File: src/rtl/uart_pkg.sv
// Shared UART definitions: state encodings, frame constants and bit-period derivation.
// The transmitter and the receiver both use these.
package uart_pkg;

    typedef enum logic [1:0] {
        IDLE  = 2'd0,
        START = 2'd1,
        DATA  = 2'd2,
        STOP  = 2'd3
    } uart_state_t;

    localparam int DATA_BITS  = 8;
    localparam int FRAME_BITS = 10;

    // Integer truncation is accepted; the result must be at least 2.
    function automatic int clks_per_bit(input int clk_freq, input int baud_rate);
        return clk_freq / baud_rate;
    endfunction

endpackage

File: src/rtl/uart_tx_if.sv
// Byte-level valid/ready handshake into the UART transmitter.
interface uart_tx_if;
    logic [7:0] data_in;
    logic       valid_in;
    logic       ready_out;

    modport master (output data_in, output valid_in, input ready_out);
    modport slave  (input data_in, input valid_in, output ready_out);
endinterface

File: src/rtl/uart_baud_en.sv
// Free-running bit-period divider; bit_tick marks the last clk cycle of each bit.
module uart_baud_en #(
    parameter int CLKS_PER_BIT = 104
) (
    input  logic clk,
    input  logic reset_n,
    input  logic run,
    output logic bit_tick
);
    localparam int W = $clog2(CLKS_PER_BIT);
    localparam logic [W-1:0] LAST = W'(CLKS_PER_BIT - 1);

    logic [W-1:0] count;

    assign bit_tick = run && (count == LAST);

    // Held at zero while idle so every frame starts on a fresh bit period.
    always_ff @(posedge clk or negedge reset_n) begin
        if (!reset_n) begin
            count <= '0;
        end else if (!run || count == LAST) begin
            count <= '0;
        end else begin
            count <= count + 1'b1;
        end
    end
endmodule

File: src/rtl/uart_tx.sv
// 8N1 UART transmitter with CTS flow control; frames start only while CTS is
// asserted, and a frame in progress always completes.
module uart_tx import uart_pkg::*; #(
    parameter int BAUD_RATE    = 115200,
    parameter int CLK_FREQ     = 12000000,
    parameter int CLKS_PER_BIT = clks_per_bit(CLK_FREQ, BAUD_RATE)
) (
    input  logic clk,
    input  logic reset_n,
    uart_tx_if.slave bus,
    input  logic cts_n,
    output logic tx,
    output logic busy,
    output logic done
);
    uart_state_t state, state_next;
    logic [7:0]  shift, shift_next;
    logic [2:0]  bit_cnt, bit_next;
    logic        tx_next, busy_next, done_next;
    logic        cts_meta, cts_sync;
    logic        bit_tick;
    logic        accept;

    uart_baud_en #(.CLKS_PER_BIT(CLKS_PER_BIT)) u_baud (
        .clk      (clk),
        .reset_n  (reset_n),
        .run      (state != IDLE),
        .bit_tick (bit_tick)
    );

    // cts_n comes from the peer's clock domain; reset to the deasserted level.
    always_ff @(posedge clk or negedge reset_n) begin
        if (!reset_n) begin
            cts_meta <= 1'b1;
            cts_sync <= 1'b1;
        end else begin
            cts_meta <= cts_n;
            cts_sync <= cts_meta;
        end
    end

    assign bus.ready_out = (state == IDLE) && !cts_sync;
    assign accept        = bus.valid_in && bus.ready_out;

    always_ff @(posedge clk or negedge reset_n) begin
        if (!reset_n) begin
            state   <= IDLE;
            shift   <= '0;
            bit_cnt <= '0;
            tx      <= 1'b1;
            busy    <= 1'b0;
            done    <= 1'b0;
        end else begin
            state   <= state_next;
            shift   <= shift_next;
            bit_cnt <= bit_next;
            tx      <= tx_next;
            busy    <= busy_next;
            done    <= done_next;
        end
    end

    // tx is registered, so each value computed here appears on the line one
    // edge later, exactly at the bit boundary.
    always_comb begin
        state_next = state;
        shift_next = shift;
        bit_next   = bit_cnt;
        tx_next    = tx;
        busy_next  = busy;
        done_next  = 1'b0;
        unique case (state)
            IDLE: begin
                tx_next = 1'b1;
                if (accept) begin
                    shift_next = bus.data_in;
                    tx_next    = 1'b0;
                    busy_next  = 1'b1;
                    state_next = START;
                end
            end
            START: begin
                if (bit_tick) begin
                    tx_next    = shift[0];
                    bit_next   = '0;
                    state_next = DATA;
                end
            end
            DATA: begin
                if (bit_tick) begin
                    if (bit_cnt == 3'd7) begin
                        tx_next    = 1'b1;
                        state_next = STOP;
                    end else begin
                        shift_next = shift >> 1;
                        tx_next    = shift[1];
                        bit_next   = bit_cnt + 3'd1;
                    end
                end
            end
            STOP: begin
                if (bit_tick) begin
                    busy_next  = 1'b0;
                    done_next  = 1'b1;
                    state_next = IDLE;
                end
            end
            default: state_next = IDLE;
        endcase
    end
endmodule

File: src/flat_wrapper.sv
// flat-port wrapper written by rule: the top's interface ports become plain ports
module uart_tx_flat import uart_pkg::*;
#(
    parameter int BAUD_RATE    = 115200,
    parameter int CLK_FREQ     = 12000000,
    parameter int CLKS_PER_BIT = clks_per_bit(CLK_FREQ, BAUD_RATE)
)
  (clk, reset_n, cts_n, tx, busy, done, bus_data_in, bus_valid_in, bus_ready_out);
  uart_tx_if bus_i ();
  input  logic clk;
  input  logic reset_n;
  input  logic cts_n;
  output logic tx;
  output logic busy;
  output logic done;
  input wire logic [$bits(bus_i.data_in)-1:0] bus_data_in;
  input wire logic [$bits(bus_i.valid_in)-1:0] bus_valid_in;
  output wire logic [$bits(bus_i.ready_out)-1:0] bus_ready_out;
  assign bus_i.data_in = bus_data_in;
  assign bus_i.valid_in = bus_valid_in;
  assign bus_ready_out = bus_i.ready_out;
  uart_tx #(.BAUD_RATE(BAUD_RATE), .CLK_FREQ(CLK_FREQ), .CLKS_PER_BIT(CLKS_PER_BIT)) u_core (.clk(clk), .reset_n(reset_n), .bus(bus_i), .cts_n(cts_n), .tx(tx), .busy(busy), .done(done));
endmodule
File: config.mk
export PLATFORM = sky130hd
export DESIGN_NAME = uart_tx_flat
export DESIGN_NICKNAME = d
export VERILOG_FILES = /design/src/rtl/uart_pkg.sv /design/src/rtl/uart_tx_if.sv /design/src/rtl/uart_baud_en.sv /design/src/rtl/uart_tx.sv /design/src/flat_wrapper.sv
export SDC_FILE = /design/constraint.sdc
export NUM_CORES = 1
export LEC_CHECK = 0
export BUFFER_PORTS_ARGS = -buffer_cell sky130_fd_sc_hd__buf_2
export CORE_MARGIN = 2
export CORE_UTILIZATION = 50
export DETAILED_ROUTE_END_ITERATION = 16
export MAX_ROUTING_LAYER = met4
export PLACE_DENSITY = 0.73
export SYNTH_ARGS = -nofsm -noshare
export SYNTH_HDL_FRONTEND = slang
export SYNTH_SLANG_ARGS = --single-unit
export TNS_END_PERCENT = 1
File: constraint.sdc
create_clock -name clk -period 1.6 [get_ports clk]
set_input_delay 0.48 -clock clk [delete_from_list [all_inputs] [get_ports clk]]
set_output_delay 0.48 -clock clk [all_outputs]
set_load 0.02 [all_outputs]
==> metrics.md <==
| Metric | Value |
|---|---|
| Slowest cell delay on critical path | `0.43 ns` |
| First-pass GRT wire length | `between 4 and 5 mm` |
| First drt pass iteration count | `4` |
| CTS Buf Count | `3` |
| Unique cell type count in the Yosys netlist | `29` |
| Worst hold path class | `input port to async pin` |
| Post-Syn Area | `0.00127 mm²` |
| Largest net degree at the start of global routing | `26` |
| Drt drc | `0` |
| FP Rows | `18` |
| Total design power | `0.942 mW` |
| Min Tclk post-route | `between 1.5 and 2 ns` |
| Drt total wl | `2.85 mm` |
| Hpwl dp | `2.03 mm` |
| Pwr Density | `about 560 mW/mm²` |
| Most common cell after layout, fill and taps aside | `buf_4` |
| FF-to-FF setup slack | `-0.14 ns` |
| Syn avg cell area | `10.0 µm²` |
| Die Area | `0.00297 mm²` |
| FF-to-FF path depth | `6` |
| Pre-CTS WS | `-0.116 ns` |
| Worst reg2reg startpoint | `u_core.state[0]` |
| CP max FO | `3` |
| Initial antenna violation count | `0` |
| Sequential-to-total area share from yosys stat | `49.4%` |
| Nets@finish | `roughly 190` |
| Final Slew Violations | `0` |
| Leakage power | `about 0.80 nW` |
| CORE AREA | `between 0.002 and 0.0025 mm²` |
| Peak Freq | `555 MHz` |
| Syn_nets | `147` |
| Worst-Skew Late Latency | `0.31 ns` |
| Commonest cells after routing, fill and taps aside | `buf_4 (24), dfrtp_1 (22), nor2_1 (17)` |
| CP Data Arrival Time | `about 1.3 ns` |
| Failing checks | `negative setup slack` |
| Yosys warnings | `0` |
| # port buffers | `15` |
| Final TNS setup | `-0.958 ns` |
| Clk sinks | `25` |
| DR iter-0 viols | `25` |
| CTS tree | `done` |
| Post-CTS Hold Buffers | `0` |
| Final period util | `113%` |
| Maximum vdd drop | `0.632 mV` |
| CTS HTree Levels | `1` |
| Worst path slowest cell | `dfrtp_1` |
| Post-DR wirelength/cell | `14.3 µm` |
| Req. time, crit path | `1.12 ns` |
| Finished Core Util | `68.5%` |
| Final Cell Area | `0.00168 mm²` |
| Diode count | `0` |
| Max-cap violations | `0` |
| Starting Density | `about half` |
| Crit path kind | `register to output port` |
| Number of global-route vias before repair | `approximately 1.1k` |
| Clk buf depth | `2` |
| Grt total ovfl | `0` |
| Run status | `finished, violations left` |
| Die W | `approximately 54 µm` |
| Ports | `16` |
| Fin worst setup slack | `-0.201 ns` |
| RSZ-0062 raised after global routing | `yes` |
| Layout cells sized above 1 | `40.0%` |
| Placed Area | `0.00155 mm²` |
| Chip height | `54.5 µm` |
| Final clock skew | `0.0117 ns` |
| Slew margin rel. | `62.5%` |
| Vias/cell | `5.61` |
| Clk pin slew, worst setup/hold paths | `0.14 ns` |
| # setup viols final | `11` |
| P&R area growth vs syn | `31.9%` |
| Via count | `1,122` |
| GRT Total Usage | `roughly 22%` |
| Routability cong. | `0.818` |
| Pin slew with the least headroom to its limit | `between 0.5 and 0.6 ns` |
| Clock root cell | `clkbuf_4` |
| Critical path origin | `u_core.state[1]` |
| CP dominant cell by count | `buf_6` |
| Delay-heaviest family, CP | `flip-flops` |
| Crit-path cells | `inv_2 > ha_4 > buf_6 > inv_4 > nor2_4 > buf_6` |
| Synthesis-stage register bit count | `25` |
| Worst Setup End Kind | `output port` |
| Worst reg2reg endpoint | `u_core.state[1]` |
| Gate Count Post-Synth | `127` |
| Final Hold Viols | `0` |
| Startpoint types | `register` |
| WP buf/inv | `4` |
| Detail Route Antenna Nets | `0` |
==> area by class of cell <==
type / instances / area, µm²
Multi-Input combinational cell: 94 / 663
Clock buffer: 4 / 26.3
Fill cell: 193 / 774
Tap cell: 30 / 37.5
Timing Repair Buffer: 43 / 307
Sequential cell: 25 / 629
Inverter: 4 / 17.5
==> where the power goes <==
group	total, mW	switching [mW]	internal (mW)
Sequential	0.639	0.00206	0.637
Combinational	0.0271	0.0167	0.0104
Clock	0.276	0.179	0.0971
==> routing by layer <==
layer  GRT usage (%)  vias to the layer above  part of all wire [%]
met1            26.6                      545                    45
met5               -                        -                     0
li1                -                      538                     -
met4            10.8                        0                   2.1
met3            3.55                        6                   3.9
met2            36.3                       33                    49
==> synth_stat cells, drive strengths merged <==
cell	n	area (µm²)
nor2	18	67.6
nand4b	1	8.76
clkbuf	1	3.75
nand3	11	55.1
o21ai	9	45.0
xnor2	2	17.5
and2	1	7.51
and2b	1	8.76
nor3	1	5.00
a31oi	1	6.26
a21oi	10	50.1
mux2	2	22.5
inv	4	15.0
nor4b	1	23.8
buf	3	17.5
and3	3	20.0
nor3b	1	7.51
o32ai	7	61.3
o21bai	1	7.51
nor2b	3	18.8
dfstp	3	78.8
nand2	7	26.3
ha	8	100
nand3b	3	22.5
dfrtp	22	551
xor2	2	17.5
a2bb2oi	1	8.76
==> timing repair <==
action	4_1_cts	5_1_grt
endpoints found under the setup margin	14	15
pin swaps	4	10
gates resized for setup	9	12
cloned	0	0
buffers inserted	6	0
==> cell families (layout without fill, tap and decap cells) <==
group	count (synthesis)	after routing	share of synthesized area, %
buf+inv	8	51	2.85
flops	25	25	49.4
compound gates	29	29	14.0
xor+xnor	4	4	2.75
fa+ha+maj	8	8	7.86
simple gates	51	51	21.3
mux	2	2	1.77
==> worst max path at each step <==
stage | depth (start not counted) | slack [ns] | endpoint
global route | 6 | -0.27 | bus_ready_out
finish | 6 | -0.20 | bus_ready_out
detailed placement | 6 | -0.12 | u_core.state[1]
floorplan | 7 | -0.15 | u_core.state[1]
global placement | 6 | -0.05 | u_core.state[1]
CTS | 6 | -0.21 | bus_ready_out
==> flip-flops by register name, summed over array words and instances (netlist names) <==
name                 count
u_core.shift             8
u_core.u_baud.count      7
u_core.bit_cnt           3
u_core.state             2
u_core.busy              1
u_core.cts_meta          1
u_core.cts_sync          1
u_core.done              1
u_core.tx                1
==> stage by stage <==
step,std cells,hold slack (ns)
4_1_cts,200,0.153
6_report,200,0.139
3_5_place_dp,190,0.354
5_1_grt,200,0.171
3_3_place_gp,190,0.347
2_1_floorplan,127,0.184
No activity file was read; power rests on OpenSTA's default activity.
